### src/rtl/hazard_pkg.sv
// Shared types and constants for the pipeline hazard/forwarding controller.
package hazard_pkg;

    localparam int unsigned RES_W = 2;
    localparam int unsigned CNT_W = 3;

    typedef enum logic [1:0] {
        FWD_RF = 2'b00,
        FWD_W  = 2'b01,
        FWD_M  = 2'b10
    } fwd_sel_t;

    localparam logic [RES_W-1:0] RESULT_LOAD = 2'b01;

    typedef enum logic {
        IDLE = 1'b0,
        BUSY = 1'b1
    } md_state_t;

endpackage

### src/rtl/hazard_unit_if.sv
// Decode-stage fields in, stall/flush/forward controls out, between pipeline and hazard unit.
interface hazard_unit_if
    import hazard_pkg::*;
#(
    parameter int unsigned REG_AW = 5
);
    logic [REG_AW-1:0] Rs1_D;
    logic [REG_AW-1:0] Rs2_D;
    logic [REG_AW-1:0] Rd_D;
    logic              regWrite_D;
    logic [RES_W-1:0]  resultSrc_D;
    logic              multiCycle_D;
    logic              pcSrc_E;

    logic              stall_F;
    logic              stall_D;
    logic              stall_E;
    logic              flush_D;
    logic              flush_E;
    fwd_sel_t          forwardA_E;
    fwd_sel_t          forwardB_E;
    logic              busy;

    // Pipeline side
    modport master (
        output Rs1_D, Rs2_D, Rd_D, regWrite_D, resultSrc_D, multiCycle_D, pcSrc_E,
        input  stall_F, stall_D, stall_E, flush_D, flush_E, forwardA_E, forwardB_E, busy
    );

    // Hazard unit side
    modport slave (
        input  Rs1_D, Rs2_D, Rd_D, regWrite_D, resultSrc_D, multiCycle_D, pcSrc_E,
        output stall_F, stall_D, stall_E, flush_D, flush_E, forwardA_E, forwardB_E, busy
    );
endinterface

### src/rtl/muldiv_seq.sv
// Holds a multi-cycle execute op in E for MULDIV_CYCLES-1 cycles, then releases it.
module muldiv_seq
    import hazard_pkg::*;
#(
    parameter int unsigned MULDIV_CYCLES = 4
) (
    input  logic clk,
    input  logic rst,
    input  logic multi_cycle_e,
    output logic stall_e,
    output logic busy
);

    localparam logic [CNT_W-1:0] CNT_LOAD = CNT_W'(MULDIV_CYCLES - 2);

    md_state_t        state;
    md_state_t        state_nxt;
    logic [CNT_W-1:0] cnt;
    logic [CNT_W-1:0] cnt_nxt;
    logic             stall_c;

    always_ff @(posedge clk) begin
        if (rst) begin
            state <= IDLE;
            cnt   <= '0;
        end else begin
            state <= state_nxt;
            cnt   <= cnt_nxt;
        end
    end

    // The release cycle (BUSY, cnt==0) lets the op advance; a following op starts fresh from IDLE.
    always_comb begin
        state_nxt = state;
        cnt_nxt   = cnt;
        stall_c   = 1'b0;
        case (state)
            IDLE: begin
                if (multi_cycle_e) begin
                    stall_c   = 1'b1;
                    state_nxt = BUSY;
                    cnt_nxt   = CNT_LOAD;
                end
            end
            BUSY: begin
                if (cnt != '0) begin
                    stall_c = 1'b1;
                    cnt_nxt = cnt - CNT_W'(1);
                end else begin
                    state_nxt = IDLE;
                end
            end
            default: begin
                state_nxt = IDLE;
                cnt_nxt   = '0;
            end
        endcase
    end

    assign stall_e = stall_c;
    assign busy    = stall_c;

endmodule

### src/rtl/hazard_unit.sv
// Hazard and forwarding controller for the 5-stage pipeline; tracks its own E/M/W shadow.
module hazard_unit
    import hazard_pkg::*;
#(
    parameter int unsigned REG_AW        = 5,
    parameter int unsigned MULDIV_CYCLES = 4
) (
    input logic          clk,
    input logic          rst,
    hazard_unit_if.slave hz
);

    typedef struct packed {
        logic [REG_AW-1:0] rs1;
        logic [REG_AW-1:0] rs2;
        logic [REG_AW-1:0] rd;
        logic              reg_write;
        logic [RES_W-1:0]  result_src;
        logic              multi_cycle;
    } e_stage_t;

    typedef struct packed {
        logic [REG_AW-1:0] rd;
        logic              reg_write;
    } wb_stage_t;

    e_stage_t  e_q;
    wb_stage_t m_q;
    wb_stage_t w_q;
    e_stage_t  d_fields_c;

    logic stall_e_c;
    logic md_busy_c;
    logic lw_stall_c;
    logic stall_f_c;
    logic stall_d_c;
    logic flush_d_c;
    logic flush_e_c;

    function automatic fwd_sel_t fwd_pick(
        input logic [REG_AW-1:0] rs,
        input wb_stage_t         m,
        input wb_stage_t         w
    );
        fwd_sel_t sel;
        sel = FWD_RF;
        if (w.reg_write && (w.rd != '0) && (w.rd == rs)) sel = FWD_W;
        if (m.reg_write && (m.rd != '0) && (m.rd == rs)) sel = FWD_M;
        return sel;
    endfunction

    muldiv_seq #(
        .MULDIV_CYCLES (MULDIV_CYCLES)
    ) u_muldiv_seq (
        .clk           (clk),
        .rst           (rst),
        .multi_cycle_e (e_q.multi_cycle),
        .stall_e       (stall_e_c),
        .busy          (md_busy_c)
    );

    assign d_fields_c = '{
        rs1:         hz.Rs1_D,
        rs2:         hz.Rs2_D,
        rd:          hz.Rd_D,
        reg_write:   hz.regWrite_D,
        result_src:  hz.resultSrc_D,
        multi_cycle: hz.multiCycle_D
    };

    // Load in E feeding a D source; x0 destinations never count.
    assign lw_stall_c = (e_q.result_src == RESULT_LOAD) && e_q.reg_write &&
                        (e_q.rd != '0) &&
                        ((e_q.rd == hz.Rs1_D) || (e_q.rd == hz.Rs2_D));

    // A held multi-cycle op masks both redirects and load-use; redirect beats load-use.
    always_comb begin
        stall_f_c = 1'b0;
        stall_d_c = 1'b0;
        flush_d_c = 1'b0;
        flush_e_c = 1'b0;
        if (stall_e_c) begin
            stall_f_c = 1'b1;
            stall_d_c = 1'b1;
        end else if (hz.pcSrc_E) begin
            flush_d_c = 1'b1;
            flush_e_c = 1'b1;
        end else if (lw_stall_c) begin
            stall_f_c = 1'b1;
            stall_d_c = 1'b1;
            flush_e_c = 1'b1;
        end
    end

    // Shadow E/M/W: flush bubbles E, a held E bubbles M, W always follows M.
    always_ff @(posedge clk) begin
        if (rst) begin
            e_q <= '0;
            m_q <= '0;
            w_q <= '0;
        end else begin
            if (flush_e_c) begin
                e_q <= '0;
            end else if (!stall_e_c) begin
                e_q <= d_fields_c;
            end
            if (stall_e_c) begin
                m_q <= '0;
            end else begin
                m_q <= '{rd: e_q.rd, reg_write: e_q.reg_write};
            end
            w_q <= m_q;
        end
    end

    assign hz.stall_F    = stall_f_c;
    assign hz.stall_D    = stall_d_c;
    assign hz.stall_E    = stall_e_c;
    assign hz.flush_D    = flush_d_c;
    assign hz.flush_E    = flush_e_c;
    assign hz.busy       = md_busy_c;
    assign hz.forwardA_E = fwd_pick(e_q.rs1, m_q, w_q);
    assign hz.forwardB_E = fwd_pick(e_q.rs2, m_q, w_q);

endmodule
### src/flat_wrapper.sv
// flat-port wrapper written by rule: the top's interface ports become plain ports
module hazard_unit_flat import hazard_pkg::*;
#(
    parameter int unsigned REG_AW        = 5,
    parameter int unsigned MULDIV_CYCLES = 4
)
  (clk, rst, hz_Rs1_D, hz_Rs2_D, hz_Rd_D, hz_regWrite_D, hz_resultSrc_D, hz_multiCycle_D, hz_pcSrc_E, hz_stall_F, hz_stall_D, hz_stall_E, hz_flush_D, hz_flush_E, hz_forwardA_E, hz_forwardB_E, hz_busy);
  hazard_unit_if #(.REG_AW(REG_AW)) hz_i ();
  input logic clk;
  input logic rst;
  input wire logic [$bits(hz_i.Rs1_D)-1:0] hz_Rs1_D;
  input wire logic [$bits(hz_i.Rs2_D)-1:0] hz_Rs2_D;
  input wire logic [$bits(hz_i.Rd_D)-1:0] hz_Rd_D;
  input wire logic [$bits(hz_i.regWrite_D)-1:0] hz_regWrite_D;
  input wire logic [$bits(hz_i.resultSrc_D)-1:0] hz_resultSrc_D;
  input wire logic [$bits(hz_i.multiCycle_D)-1:0] hz_multiCycle_D;
  input wire logic [$bits(hz_i.pcSrc_E)-1:0] hz_pcSrc_E;
  output wire logic [$bits(hz_i.stall_F)-1:0] hz_stall_F;
  output wire logic [$bits(hz_i.stall_D)-1:0] hz_stall_D;
  output wire logic [$bits(hz_i.stall_E)-1:0] hz_stall_E;
  output wire logic [$bits(hz_i.flush_D)-1:0] hz_flush_D;
  output wire logic [$bits(hz_i.flush_E)-1:0] hz_flush_E;
  output wire logic [$bits(hz_i.forwardA_E)-1:0] hz_forwardA_E;
  output wire logic [$bits(hz_i.forwardB_E)-1:0] hz_forwardB_E;
  output wire logic [$bits(hz_i.busy)-1:0] hz_busy;
  assign hz_i.Rs1_D = hz_Rs1_D;
  assign hz_i.Rs2_D = hz_Rs2_D;
  assign hz_i.Rd_D = hz_Rd_D;
  assign hz_i.regWrite_D = hz_regWrite_D;
  assign hz_i.resultSrc_D = hz_resultSrc_D;
  assign hz_i.multiCycle_D = hz_multiCycle_D;
  assign hz_i.pcSrc_E = hz_pcSrc_E;
  assign hz_stall_F = hz_i.stall_F;
  assign hz_stall_D = hz_i.stall_D;
  assign hz_stall_E = hz_i.stall_E;
  assign hz_flush_D = hz_i.flush_D;
  assign hz_flush_E = hz_i.flush_E;
  assign hz_forwardA_E = hz_i.forwardA_E;
  assign hz_forwardB_E = hz_i.forwardB_E;
  assign hz_busy = hz_i.busy;
  hazard_unit #(.REG_AW(REG_AW), .MULDIV_CYCLES(MULDIV_CYCLES)) u_core (.clk(clk), .rst(rst), .hz(hz_i));
endmodule
### config.mk
export PLATFORM = sky130hd
export DESIGN_NAME = hazard_unit_flat
export DESIGN_NICKNAME = d
export VERILOG_FILES = /design/src/rtl/hazard_pkg.sv /design/src/rtl/hazard_unit_if.sv /design/src/rtl/muldiv_seq.sv /design/src/rtl/hazard_unit.sv /design/src/flat_wrapper.sv
export SDC_FILE = /design/constraint.sdc
export NUM_CORES = 1
export LEC_CHECK = 0
export ABC_CLOCK_PERIOD_IN_PS = 6150
export BUFFER_PORTS_ARGS = -buffer_cell sky130_fd_sc_hd__buf_2
export CAP_MARGIN = 20
export CORE_ASPECT_RATIO = 1.4
export CORE_MARGIN = 1.5
export CORE_UTILIZATION = 57
export CTS_CLUSTER_DIAMETER = 120
export DETAILED_ROUTE_END_ITERATION = 10
export PLACE_DENSITY = 0.81
export SETUP_SLACK_MARGIN = 0.02
export SYNTH_ARGS = -nofsm -noshare
export SYNTH_HDL_FRONTEND = slang
export SYNTH_SLANG_ARGS = --single-unit
### constraint.sdc
create_clock -name clk -period 6.15 [get_ports clk]
set_clock_uncertainty 0.1 [all_clocks]
set_input_delay 0.9225 -clock clk [delete_from_list [all_inputs] [get_ports clk]]
set_output_delay 0.9225 -clock clk [all_outputs]
set_load 0.02 [all_outputs]
==> flow_metrics.env <==
export IMPL_grt_use_total=0.251
export IMPL_cp_required_ns=5.13
export IMPL_finalPower_mw=0.475
export IMPL_drive_above_1_share=0.244
export IMPL_syn_inst=196
export IMPL_reg2reg_to="u_core.e_q[0]"
export IMPL_critPathTopFamily="simple AND/OR/NAND/NOR gates"
export IMPL_cts_hold_buf=0
export IMPL_layout_setup_ws_ns=2.30
export IMPL_synth_area_leaders="dfxtp_1, a221oi_2, xnor2_1, xor2_1, nand3_1"
export IMPL_grt_overflow=0
export IMPL_avgSynthCellArea_um2=9.14
export IMPL_n_antenna_cell=0
export IMPL_setup_viol=0
export IMPL_crit_start="u_core.u_muldiv_seq.cnt[0]"
export IMPL_area_delta_synth_final_pct=12.5
export IMPL_core_region_area_um2=2940
export IMPL_final_nets=244
export IMPL_wl_per_cell_um=15.5
export IMPL_numPortBuffers=31
export IMPL_setup_worst_path_start_class="register"
export IMPL_post_route_period_util=0.627
export IMPL_rows=23
export IMPL_synth_seq_area_share=0.391
export IMPL_maxCapViolCount=0
export IMPL_synth_seq_cells=35
export IMPL_clock_latency_ns=0.28
export IMPL_drtIter0Drc=54
export IMPL_drtAntennaViolNets=0
export IMPL_path_clk_slew_ns=0.07
export IMPL_die_area_um2=3490
export IMPL_clockBufferDepth=2
export IMPL_worstRegToRegCells=9
export IMPL_h_tree_depth=2
export IMPL_grt_max_degree=31
export IMPL_reg2reg_from="u_core.u_muldiv_seq.cnt[0]"
export IMPL_period_needed_ns=3.85
export IMPL_num_io_pins=32
export IMPL_worstPathCellList="inv_1 > ha_1 > ha_1 > nand2b_1 > and2_1 > inv_2 > o32ai_2 > a21o_1 > buf_2"
export IMPL_synth_distinct_cells=31
export IMPL_ir_drop_uv=232
export IMPL_outcome="finished clean"
export IMPL_min_to="u_core.w_q[0]"
export IMPL_cp_end_kind="output port"
export IMPL_gp_routability_congestion=0.816
export IMPL_path_common_cell="ha_1"
export IMPL_worst_path_largest_cell_delay_ns=0.66
export IMPL_place_hpwl_mm=2.92
export IMPL_grt_pass1_wl_mm=6.77
export IMPL_hold_viol_final=0
export IMPL_slowest_stage="and2_1"
export IMPL_synth_top_area_frac=0.391
export IMPL_rsz0062_at_grt="no"
export IMPL_fmax_mhz=259
export IMPL_die_w_um=50.4
export IMPL_ys_warn_count=0
export IMPL_cp_arrival_ns=2.83
export IMPL_post_cts_resized=0
export IMPL_routed_wl_mm=4.00
export IMPL_pre_cts_ws_ns=2.62
export IMPL_cts_sinks=35
export IMPL_power_density_nw_per_um2=236
export IMPL_tritoncts="done"
export IMPL_slew_viol_final=0
export IMPL_dp_cells=250
export IMPL_ff2ff_setup_slack_ns=3.17
export IMPL_start_util=0.610
export IMPL_hp_class="register to register"
export IMPL_min_path_cells=1
export IMPL_drtPass1Iterations=4
export IMPL_hold_path_startpoint="u_core.m_q[0]"
export IMPL_root_buffer="clkbuf_8"
export IMPL_grt_pass1_vias=1529
export IMPL_crit_type="register to output port"
export IMPL_synth_top_area_cell="dfxtp_1"
export IMPL_layoutNonFillerInstCount=258
export IMPL_vias_per_cell=5.86
export IMPL_vias=1511
export IMPL_drc=0
export IMPL_syn_nets=220
export IMPL_post_cts_setup_buffers=0
export IMPL_crit_fanout=27
export IMPL_leakagePower_nw=0.839
export IMPL_setup_tns_ns=0
export IMPL_cts_inserted_buffers=5
export IMPL_die_h_um=69.3
export IMPL_worst_pin_slew_ns=0.774
export IMPL_critPathBufInv=3
export IMPL_syn_area_um2=1790
export IMPL_relSlewSlack=0.484
export IMPL_antenna_found_initial=0
export IMPL_whs_ns=0.376
[area by class of cell]
cell class | count | area [µm²]
well taps | 37 | 46.3
clock inverters | 1 | 5.00
fillers | 258 | 920
flip-flops and latches | 35 | 701
clock buffers | 7 | 76.3
multi-input cells | 139 | 998
inverters | 7 | 26.3
repair buffers | 32 | 163
[sequential cells by signal, indices dropped and copies added (netlist names)]
register / flops
u_core.e_q: 19
u_core.m_q: 6
u_core.u_muldiv_seq.cnt: 3
u_core.u_muldiv_seq.state: 1
u_core.w_q: 6
[cell usage after synthesis, drive strengths merged]
library cell / number
dfxtp: 35
nand3: 23
nand2: 22
a221oi: 19
xnor2: 16
xor2: 14
clkbuf: 10
nor2: 8
and2: 7
inv: 7
nor2b: 6
buf: 5
or4: 5
nor4: 4
a21oi: 2
ha: 2
nand2b: 2
o21ai: 2
a21o: 1
a311oi: 1
a31o: 1
nand4: 1
o2111ai: 1
o22ai: 1
o32ai: 1
[power breakdown]
part	internal, mW	switching, mW
Clock	0.0793	0.0774
Sequential	0.236	0.0110
Combinational	0.0301	0.0413
Total	0.345	0.130
[worst max-delay path by stage]
stage / cells past startpoint / endpoint
after floorplan: 10 / hz_stall_F
after global placement: 9 / hz_flush_E
after global routing: 9 / hz_flush_E
after detailed placement: 9 / hz_flush_E
final: 9 / hz_flush_E
after CTS: 9 / hz_flush_E
[cells by family (layout without fill, tap and decap cells)]
| logic type | count (synthesis) | count (layout) | synth area share |
|---|---|---|---|
| AOI/OAI and AO/OA | 29 | 29 | 0.170 |
| xor gates and xnor gates | 30 | 30 | 0.147 |
| adders and majority gates | 2 | 2 | 0.0140 |
| buffers and inverters | 22 | 47 | 0.0559 |
| DFF | 35 | 35 | 0.391 |
| and+or+nand+nor | 78 | 78 | 0.223 |
[cell usage in the layout, fill, tap and decap left out, types with 4 or more instances in the layout]
cell,count
a221oi_2,10
xor2_1,14
or4_1,5
nor4_1,4
a221oi_1,9
nor2_1,8
buf_2,31
clkbuf_8,5
dfxtp_1,35
and2_1,6
nand3_1,23
nand2_1,21
inv_1,6
nor2b_1,6
xnor2_1,16
[metrics by stage]
step	utilization	instance area (µm²)
after floorplan	-	1790
after detailed placement	0.659	1930
final	0.687	2020
after CTS	0.687	2020
after global placement	0.659	1930
after global routing	0.687	2020
[per-layer routing]
layer  vias to the layer above  GRT usage  routed length [µm]
li1                        739          -                   -
met1                       724      0.267                1580
met2                        40      0.456                2150
met3                         8     0.0668                 181
met4                         0     0.0991                  78
met5                         -          0                   0
(Power assumes the default switching activity.)
